==> config.mk <==
export PLATFORM = sky130hd
export DESIGN_NAME = byte_striping_cond
export DESIGN_NICKNAME = d
export VERILOG_FILES = /design/src/rtl/byte_striping_cond.sv
export SDC_FILE = /design/constraint.sdc
export NUM_CORES = 1
export LEC_CHECK = 0
export CORE_UTILIZATION = 45
export DETAILED_ROUTE_END_ITERATION = 10
export GPL_TIMING_DRIVEN = 0
export PLACE_DENSITY = 0.76
export SLEW_MARGIN = 20
export SYNTH_ARGS = -nofsm -noshare
export SYNTH_HDL_FRONTEND = slang
export SYNTH_SLANG_ARGS = --single-unit
==> constraint.sdc <==
create_clock -name clk_2f -period 1.3 [get_ports clk_2f]
set_input_delay 0.39 -clock clk_2f [delete_from_list [all_inputs] [get_ports clk_2f]]
set_output_delay 0.39 -clock clk_2f [all_outputs]
set_load 0.1 [all_outputs]
==> src/rtl/byte_striping_cond.sv <==
// byte_striping_cond: transmit-side byte striper.
// Splits one byte stream into two lanes. Each pair is presented together and
// held for two cycles. Bytes at even positions of a pair go to lane_0 and
// bytes at odd positions go to lane_1.
// Optional feature macro BYTE_STRIPING_PAD_EN: when defined, a partial pair
// fills lane_1 with PAD_BYTE and raises valid_1. When undefined, lane_1 is left
// empty (lane_1=0, valid_1=0).
module byte_striping_cond #(
  parameter int unsigned            DATA_W   = 8,
  parameter logic [DATA_W-1:0]      PAD_BYTE = DATA_W'(8'hBC)
) (
  input  logic              clk_2f,
  input  logic              reset,
  input  logic [DATA_W-1:0] data_in,
  input  logic              valid_in,
  output logic [DATA_W-1:0] lane_0,
  output logic [DATA_W-1:0] lane_1,
  output logic              valid_0,
  output logic              valid_1
);

`ifdef BYTE_STRIPING_PAD_EN
  localparam logic PAD_EN = 1'b1;
`else
  localparam logic PAD_EN = 1'b0;
`endif

  typedef enum logic {
    IDLE       = 1'b0,
    HAVE_FIRST = 1'b1
  } state_e;

  state_e            state_q;
  logic [DATA_W-1:0] hold0_q;
  logic [DATA_W-1:0] lane_0_q;
  logic [DATA_W-1:0] lane_1_q;
  logic              valid_0_q;
  logic              valid_1_q;
  logic              hold_cnt_q;

  // Pair capture, lane load and two-cycle output hold
  always_ff @(posedge clk_2f or negedge reset) begin
    if (!reset) begin
      state_q    <= IDLE;
      hold0_q    <= '0;
      lane_0_q   <= '0;
      lane_1_q   <= '0;
      valid_0_q  <= 1'b0;
      valid_1_q  <= 1'b0;
      hold_cnt_q <= 1'b0;
    end else if (state_q == HAVE_FIRST) begin
      // Every HAVE_FIRST cycle loads the lanes: a full pair or a flushed partial pair
      lane_0_q   <= hold0_q;
      valid_0_q  <= 1'b1;
      hold_cnt_q <= 1'b1;
      state_q    <= IDLE;
      if (valid_in) begin
        lane_1_q  <= data_in;
        valid_1_q <= 1'b1;
      end else begin
        lane_1_q  <= PAD_EN ? PAD_BYTE : '0;
        valid_1_q <= PAD_EN;
      end
    end else begin
      // IDLE: capture the first byte; the outputs count down their hold
      if (valid_in) begin
        hold0_q <= data_in;
        state_q <= HAVE_FIRST;
      end
      if (hold_cnt_q) begin
        hold_cnt_q <= 1'b0;
      end else begin
        lane_0_q  <= '0;
        lane_1_q  <= '0;
        valid_0_q <= 1'b0;
        valid_1_q <= 1'b0;
      end
    end
  end

  assign lane_0  = lane_0_q;
  assign lane_1  = lane_1_q;
  assign valid_0 = valid_0_q;
  assign valid_1 = valid_1_q;

endmodule

# Yosys cells after proc, flatten, opt, wreduce, memory -nomap -nowiden
# Cells that the tools add are included.
dict set report totals {
  register_bits 28
  input_bits 11
  out_inout_bits 18
  wordCells 20
}
dict set report op_classes {
  n_eq_ne 1
  muxes 10
  bitwise 1
  n_reduce_logical 1
}
# cell n
set op_table {}
lappend op_table {{$mux 8} 4}
lappend op_table {{$mux 1} 6}
lappend op_table {{$ne 2x2->1 const B} 1}
lappend op_table {{$reduce_and 2->1} 1}
lappend op_table {{$not 1->1} 1}

# Longest topological paths before layout
# Gate-level depths: netlist of the first run.
dict set report depth {
  depth_word 2
  depth_mapped 4
  depth_no_buf 2
}

# Worst setup path before layout of the first run
# No wires, ideal clock.
dict set report synth_timing {
  path_type {register to output}
  from {register lane_0_q[0] (netlist: lane_0[0])}
  to {output port lane_0[0]}
  t_arrival_ps 898
  t_required_ps 910
  path_slack_ps 12
  stages_incl_launch_ff 1
  n_path_buf 0
  path_cell_list {dfrtp_1}
}
# element line_no
set synth_lines {}
lappend synth_lines {{from (decl)} 35} ;# logic [DATA_W-1:0] lane_0_q;
lappend synth_lines {{from (signal assigned)} 53} ;# lane_0_q <= hold0_q;
lappend synth_lines {{to (decl)} 16} ;# output logic [DATA_W-1:0] lane_0,
# No word-level cell between the ends.

# Worst setup path after layout of the first run
dict set report layout_timing {
  from {register lane_0_q[2] (netlist: lane_0[2])}
  to {output port lane_0[2]}
}
# No word-level cell between the ends.

==> results.md, run 1 <==
* ANT cells at 0
* Final core occ at 0.7996
* Clock latency on the worst-skew pair at 0.32 ns
* # placed instances at 117
* Final instance area at between 1500 and 2000 sq um
* Critical Path Sink Type: output port
* Clock Root Buffer: clkbuf_4
* Area of the multi-input gates at 271.5 sq um
* Yosys top cell area share at 0.6888
* Final worst path period need at 1.352 ns
* Slew margin rel. at 0.5990
* Routed WL at 2255 microns
* Total CTS buffers at 3
* DPL Wire Length at about 1300 microns
* Post-Place Setup Slack at -0.5822 ns
* Seq cells post-synth at 28
* CP bufs+invs at 1
* Largest stage delay, worst path at 0.44 ns
* Hold slack at slightly below 0.05 ns
* GRT overflow at 0
* Pwr/cell area at 1316 nW/um^2
* Seq. cell area at 700.7 sq um
* Setup TNS at -0.6191 ns
* WS Path Type: reg -> out
* DRT iter0 DRCs at 8
* Layout area overhead at 60.52%
* Syn Nets at 73
* Number of fill cells at 130
* Clk_skew at 0.005452 ns
* Post-synth cell types at 8
* Largest net degree at the start of global routing at 29
* Hold Path Class: in -> async
* Clock-pin slew on the worst setup and hold paths at 0.14 ns
* TritonCTS clock tree: built
* Die X at 49.55 microns
* Failing checks: negative setup slack
* Largest cells by area after synthesis: dfrtp_1 69%, a22o_1 14%, mux2_2 8.9%, buf_6 4.4%, a21o_1 1.5%
* TritonCTS Sinks at 28
* First-pass GRT wire length at ~3800 microns
* Initial antenna violation count at 0
* CP cell instances: buf_12
* Final cell count without fillers at 132
* FP Rows at 16
* Via density at 5.265
* Pre-antenna DRT Iters at 4
* Post-synthesis cell count at slightly above 60
* Placed inst area at 1326 sq um
* DIE AREA at between 2000 and 2500 sq um
* Worst endpoint data arrival time at about 0.96 ns
* Gpl congestion at ~0.69
* Vias in the first global route at 744
* Syn avg cell area at ~16 sq um
* Post-synthesis sequential area ratio at 0.6888
* Worst path top cell family by delay: flip-flops
* Detailed-route via count at 695
* Max rail drop VDD at 1.190 mV
* P_leak at ~0.8 nW
* Post-synth top area cell: dfrtp_1
* Total Routing Usage GR at 0.2135
* Synthesized cell area at approximately 1000 sq um
* Cts hold-fix bufs at 0
* Critical Path Start Type: flop
* Clock buffer depth at 2
* H-tree depth at 1
* Peak Freq at 0.7397 GHz
* Worst-path maximum fanout at 2
* Final Cycle Share at 1.040
* Final Slew Violations at 0
* Residual DRC count at 0
* WL per Instance at between 15 and 20 microns
* Worst slew pin tran at 0.6014 ns
* DRT antenna net count at 0
* Fin. Hold Viols at 0
* Final setup margin at -0.05185 ns
* Max Cap Viol at 0
* Required time of the critical path at 0.91 ns
* Buffers on Ports at 28
* Layout cells sized above 1 at 0.4571
* Fin nets at 118
* Synthesis warning total at 0
* Starting density of the core at 0.4982
* Core ar. at 2042 sq um
* # IOs at 29
* Die Y at 49.55 microns
* Outcome: finished with violations
* Critical Path Slowest Stage Cell: dfrtp_1
* Final Setup Violations at 18
* Unrepaired setup endpoints after global routing: yes
* PnR Total Power at 2.148 mW
[area by class of cell]
cell class              count  share of cell area
flip-flops and latches     28              0.4291
multi-input cells          29              0.1663
clock buffers               3             0.01379
repair buffers             40              0.3379
well taps                  27             0.02069
plain buffers               5             0.03218
[what timing repair did]
action                                  4_1_cts  5_1_grt
setup buffers                                 6        5
endpoints found under the setup margin       18       26
cloned                                        0        1
resized for setup                           159        9
[placed cells by master, fill, tap and decap left out, types with 2 or more instances in the layout]
master / n
mux2_2: 8
clkdlybuf4s50_1: 8
buf_12: 18
buf_4: 12
dfrtp_1: 28
buf_6: 5
a22o_1: 16
clkbuf_4: 3
a21o_1: 2
[cells by family after synthesis]
family	after synthesis	share of synthesized area
AO/OA/AOI/OAI	18	0.1525
buffers and inverters	5	0.05166
flip-flops	28	0.6888
AND/OR/NAND/NOR	3	0.01845
multiplexers	8	0.08856
[worst paths after layout]
check                           start    endpoint  slack [ns]  cells after the start
max                         lane_0[2]   lane_0[2]       -0.05                      1
min                             reset   lane_0[4]        0.05                      1
max reg2reg                   state_q   lane_1[3]        0.09                      4
min reg2reg                hold_cnt_q     valid_0        0.50                      1
max in group asynchronous       reset  hold0_q[3]        0.86                      1
min in group clk_2f          valid_in     state_q        0.48                      3
[cell usage after synthesis]
library cell,n
a21o_1,2
a22o_1,16
and2_1,1
buf_4,1
buf_6,4
dfrtp_1,28
mux2_2,8
nor2b_1,2
[layer usage]
| layer | GRT usage | vias up | wire length, microns |
|---|---|---|---|
| li1 | - | 312 | - |
| met1 | 0.3074 | 355 | 1099 |
| met2 | 0.3153 | 24 | 1031 |
| met3 | 0.04321 | 4 | 80 |
| met4 | 0.08571 | 0 | 44 |
| met5 | 0 | - | 0 |
[registers in the layout, indices dropped and copies added (netlist names)]
| register | cells |
|---|---|
| hold0_q | 8 |
| hold_cnt_q | 1 |
| lane_0 | 8 |
| lane_1 | 8 |
| state_q | 1 |
| valid_0 | 1 |
| valid_1 | 1 |
[where the power goes]
part	total (mW)	switching, mW	internal, mW
Sequential	1.04	0.0788	0.957
Clock	0.347	0.238	0.109
Combinational	0.766	0.449	0.316
Power figures use the tool's default switching activity.
==> run 2, diff against run 1 <==
Settings changed: SKIP_CTS_REPAIR_TIMING set to 1.
==> run 2 against run 1 <==
Net effect: the flow still finishes with violations (negative setup slack); sequential power about the same; clock skew down 0.0035 ns; routed wire length fell by 3.8%; via count decreased by 0.86%; maximum frequency is 1.7% lower; global-route usage shrank 2.1 points; first-iteration DRC count up 140%; final cell count is 4.5% lower; non-clock buffer count is 6 lower; power fell by 0.82%; core utilization shrank 2.5 points; worst setup slack worse by 0.023 ns; largest cell class unchanged.
==> results.md, run 2 (synthesized netlist as in run 1, its figures left out) <==
* Pre-antenna DRT Iters at 4
* Unrepaired setup endpoints after global routing: yes
* WS Path Type: reg -> out
* Worst endpoint data arrival time at about 0.99 ns
* TritonCTS clock tree: built
* Clock Root Buffer: clkbuf_4
* Largest net degree at the start of global routing at 29
* Fin. Hold Viols at 0
* Final instance area at 1582 sq um
* Max rail drop VDD at 1.099 mV
* Worst-path maximum fanout at 2
* # IOs at 29
* DRT antenna net count at 0
* ANT cells at 0
* DRT iter0 DRCs at 19
* Peak Freq at 0.7271 GHz
* Failing checks: negative setup slack
* Metal1 wirelength at about 1000 microns
* Max Cap Viol at 0
* CP cell instances: buf_12
* Residual DRC count at 0
* Clk_skew at 0.001981 ns
* Largest stage delay, worst path at 0.46 ns
* Placed inst area at 1326 sq um
* Worst path top cell family by delay: flip-flops
* Buffers on Ports at 28
* Critical Path Start Type: flop
* Outcome: finished with violations
* Clock-pin slew on the worst setup and hold paths at 0.14 ns
* Starting density of the core at 0.4982
* Pwr/cell area at 1347 nW/um^2
* WL per Instance at 17.22 microns
* P_leak at 0.7412 nW
* TritonCTS Sinks at 28
* Detailed-route via count at 689
* Met2 wire len at 996 microns
* Met3 wire length at slightly below 100 microns
* Worst slew pin tran at just over 0.6 ns
* Die X at slightly below 50 microns
* Final worst path period need at 1.375 ns
* Vias in the first global route at 673
* Total Routing Usage GR at 0.1923
* Commonest cells after routing, fill and taps aside: 28 x dfrtp_1, 18 x buf_12, 16 x a22o_1
* Final cell count without fillers at 126
* Commonest non-fill, non-tap cell in the layout: dfrtp_1
* Final setup margin at -0.07525 ns
* Clock latency on the worst-skew pair at 0.33 ns
* Gpl congestion at 0.6903
* Die Y at between 40 and 50 microns
* Required time of the critical path at 0.91 ns
* # placed instances at 117
* Layout area overhead at 55.47%
* CP bufs+invs at 1
* Clock buffer depth at 2
* Core ar. at just over 2000 sq um
* FP Rows at 16
* Layout cells sized above 1 at 0.4242
* Total CTS buffers at 3
* Final Cycle Share at 1.058
* Via density at roughly 5.5
* Final Slew Violations at 0
* DPL Wire Length at between 1000 and 1500 microns
* DR top layer: met4
* First-pass GRT wire length at 3339 microns
* Critical Path Slowest Stage Cell: dfrtp_1
* Critical Path Sink Type: output port
* Final Setup Violations at 18
* Final core occ at 0.7745
* GRT overflow at 0
* Number of fill cells at 137
* Routed WL at 2170 microns
* Hold Path Class: in -> async
* H-tree depth at 1
* Slew margin rel. at 0.5954
* DIE AREA at roughly 2500 sq um
* Fin nets at 112
* Initial antenna violation count at 0
## run 2: cell types whose count changed in the layout (fill, tap and decap cells not counted), sizes merged
cell / change
clkdlybuf4s50: +1
buf: -6
dlymetal6s2s: -1
## run 2: layout make-up
| class | instances | area, sq um | area share |
|---|---|---|---|
| clock buffers | 3 | 22.52 | 0.01424 |
| repair buffers | 34 | 500.5 | 0.3165 |
| plain buffers | 5 | 52.55 | 0.03323 |
| flip-flops and latches | 28 | 700.7 | 0.4430 |
| multi-input cells | 29 | 271.5 | 0.1717 |
| well taps | 27 | 33.78 | 0.02136 |
## run 2: worst register-to-register path: cells and delay by family, from the launching register on
kind            cells  cell delay [ns]
buf+inv             2             0.34
simple gates        1             0.13
flops               1             0.46
compound gates      1             0.19
## run 2: routing by layer
metal / up-vias / global-route usage
li1: 304 / -
met1: 356 / 0.2787
met2: 25 / 0.2613
met3: 4 / 0.04321
met4: 0 / 0.1143
met5: - / 0
## run 2: worst paths after layout
kind | startpoint | to | slack (ns) | cells past startpoint
worst max-delay path | lane_0[2] | lane_0[2] | -0.08 | 1
worst min-delay path | reset | valid_0 | 0.05 | 1
worst max register to register | state_q | lane_1[5] | 0.08 | 4
worst min register to register | hold_cnt_q | valid_0 | 0.50 | 1
max in group asynchronous | reset | lane_0[6] | 0.86 | 1
min in group clk_2f | hold_cnt_q | valid_0 | 0.50 | 1
## run 2: stage by stage
stage | setup TNS, ns | worst slack (ns) | hold WS (ns) | power [mW]
finish | -0.6751 | -0.07525 | 0.04994 | 2.130
global route | -1.318 | -0.09341 | 0.08892 | 2.205
CTS | -16.97 | -0.9868 | 0.06724 | 1.993
detailed placement | -13.85 | -0.5822 | 0.4301 | 1.645
global placement | -28.76 | -0.5732 | 0.4280 | 1.637
floorplan | 0 | 0.01183 | 0.09441 | 1.467
## run 2: report_power, final
part | internal (mW) | total [mW] | leakage (nW) | switching, mW
Sequential | 0.957 | 1.04 | 0.357 | 0.0788
Clock | 0.109 | 0.350 | 0.0138 | 0.241
Combinational | 0.301 | 0.744 | 0.371 | 0.443
Total | 1.37 | 2.13 | 0.741 | 0.764
==> run 3, diff against run 2 <==
Settings changed: CTS_BUF_LIST set to sky130_fd_sc_hd__clkbuf_8 sky130_fd_sc_hd__clkbuf_16.
==> run 3 against run 2 <==
Net effect: the run now ends clean; clock-buffer cell count is the same; maximum frequency grew 6.2%; global-route usage shrank 0.31 points; critical endpoint unchanged.
==> results.md, run 3 (synthesized netlist as in run 1, its figures left out) <==
* Outcome: finished, final reports clean
* Critical Path Sink Type: output port
* TritonCTS Sinks at 28
* Critical Path Start Type: flop
* DRT antenna net count at 0
* DPL Wire Length at ~1300 microns
* Final worst path period need at 1.295 ns
* Layout area overhead at 43.17%
* P_leak at 0.7017 nW
* Worst-path maximum fanout at 2
* # placed instances at 117
* Clock latency on the worst-skew pair at ~0.27 ns
* # IOs at 29
* CP bufs+invs at 1
* Post-Place Setup Slack at -0.5822 ns
* Slew margin rel. at 0.5972
* Via density at 5.388
* DRT iter0 DRCs at 3
* Initial antenna violation count at 0
* Core ar. at 2042 sq um
* Number of fill cells at 160
* FP Rows at 16
* CP cell instances: buf_12
* Clock Root Buffer: clkbuf_8
* TritonCTS clock tree: built
* Starting density of the core at 0.4982
* Unrepaired setup endpoints after global routing: yes
* Die X at about 50 microns
* H-tree depth at 1
* Die Y at 49.55 microns
* ANT cells at 0
* Residual DRC count at 0
* Peak Freq at roughly 0.77 GHz
* WS Path Type: reg -> out
* Fin nets at around 110
* Clock buffer depth at 2
* Largest net degree at the start of global routing at 29
* Final Cycle Share at 0.9965
* First-pass GRT wire length at 3346 microns
* Final Slew Violations at 0
* Commonest non-fill, non-tap cell in the layout: dfrtp_1
* Fin. Hold Viols at 0
* Worst endpoint data arrival time at ~0.91 ns
* Buffers on Ports at 28
* Clk_skew at 0.002563 ns
* Worst path top cell family by delay: flip-flops
* Final Setup Violations at 0
* Clock-pin slew on the worst setup and hold paths at ~0.090 ns
* Max rail drop VDD at 1.217 mV
* Pre-antenna DRT Iters at 2
* PnR Total Power at 2.136 mW
* Gpl congestion at 0.6903
* Largest stage delay, worst path at between 0.4 and 0.5 ns
* Routed WL at 2049 microns
* Critical Path Slowest Stage Cell: dfrtp_1
* Max Cap Viol at 0
* Required time of the critical path at 0.91 ns
* Pwr/cell area at around 1500 nW/um^2
* WL per Instance at ~17 microns
* Detailed-route via count at 652
* GRT overflow at 0
* Vias in the first global route at 673
* Commonest cells after routing, fill and taps aside: 28 x dfrtp_1, 16 x a22o_1, 15 x buf_6
* DIE AREA at 2455 sq um
* Worst slew pin tran at 0.6042 ns
* Final cell count without fillers at 121
* Layout cells sized above 1 at 0.3936
* Reg2Reg Setup Slack at 0.09 ns
* Hold Path Class: in -> async
* Final setup margin at 0.004607 ns
* Total CTS buffers at 3
* Total Routing Usage GR at 0.1892
* Final core occ at 0.7132
-- run 3: cell count changes in the layout (fill, tap and decap cells not counted), sizes merged --
| cell | delta |
|---|---|
| clkdlybuf4s50 | -1 |
| buf | -5 |
| dlymetal6s2s | +1 |
-- run 3: layer usage --
metal,up-vias,routed length (microns),part of all wire,GRT usage
met2,24,945,0.46,0.2748
met5,-,0,0,0
met1,332,961,0.47,0.2757
met4,0,33,0.016,0.07143
met3,4,108,0.053,0.04321
li1,292,-,-,-
-- run 3: worst paths after layout --
kind,start,endpoint,cells after the start
setup / recovery,lane_0[2],lane_0[2],1
hold / removal,reset,lane_0[4],1
setup reg to reg,state_q,lane_1[2],4
hold reg to reg,hold_cnt_q,valid_0,1
max in group asynchronous,reset,lane_1[7],1
min in group clk_2f,hold_cnt_q,valid_0,1
-- run 3: metrics by stage --
stage | hold slack, ns | setup TNS (ns) | cell area (sq um)
5_1_grt | 0.1810 | -0.01308 | 1456
3_3_place_gp | 0.4280 | -28.76 | 1331
2_1_floorplan | 0.09441 | 0 | 1017
4_1_cts | 0.1490 | -16.05 | 1368
3_5_place_dp | 0.4301 | -13.85 | 1326
6_report | 0.1228 | 0 | 1456
-- run 3: layout make-up --
class	count	area [sq um]	share of cell area
Buffer	5	52.55	0.03608
Clock buffer	3	41.29	0.02835
Multi-Input combinational cell	29	271.5	0.1864
Sequential cell	28	700.7	0.4811
Tap cell	27	33.78	0.02320
Timing Repair Buffer	29	356.6	0.2448
-- run 3: report_power, final --
| group | switching (mW) | total (mW) | internal [mW] | leakage [nW] |
|---|---|---|---|---|
| registers | 0.0662 | 1.02 | 0.957 | 0.357 |
| logic | 0.439 | 0.664 | 0.225 | 0.323 |
| clock network | 0.242 | 0.450 | 0.208 | 0.0216 |
| total | 0.747 | 2.14 | 1.39 | 0.702 |
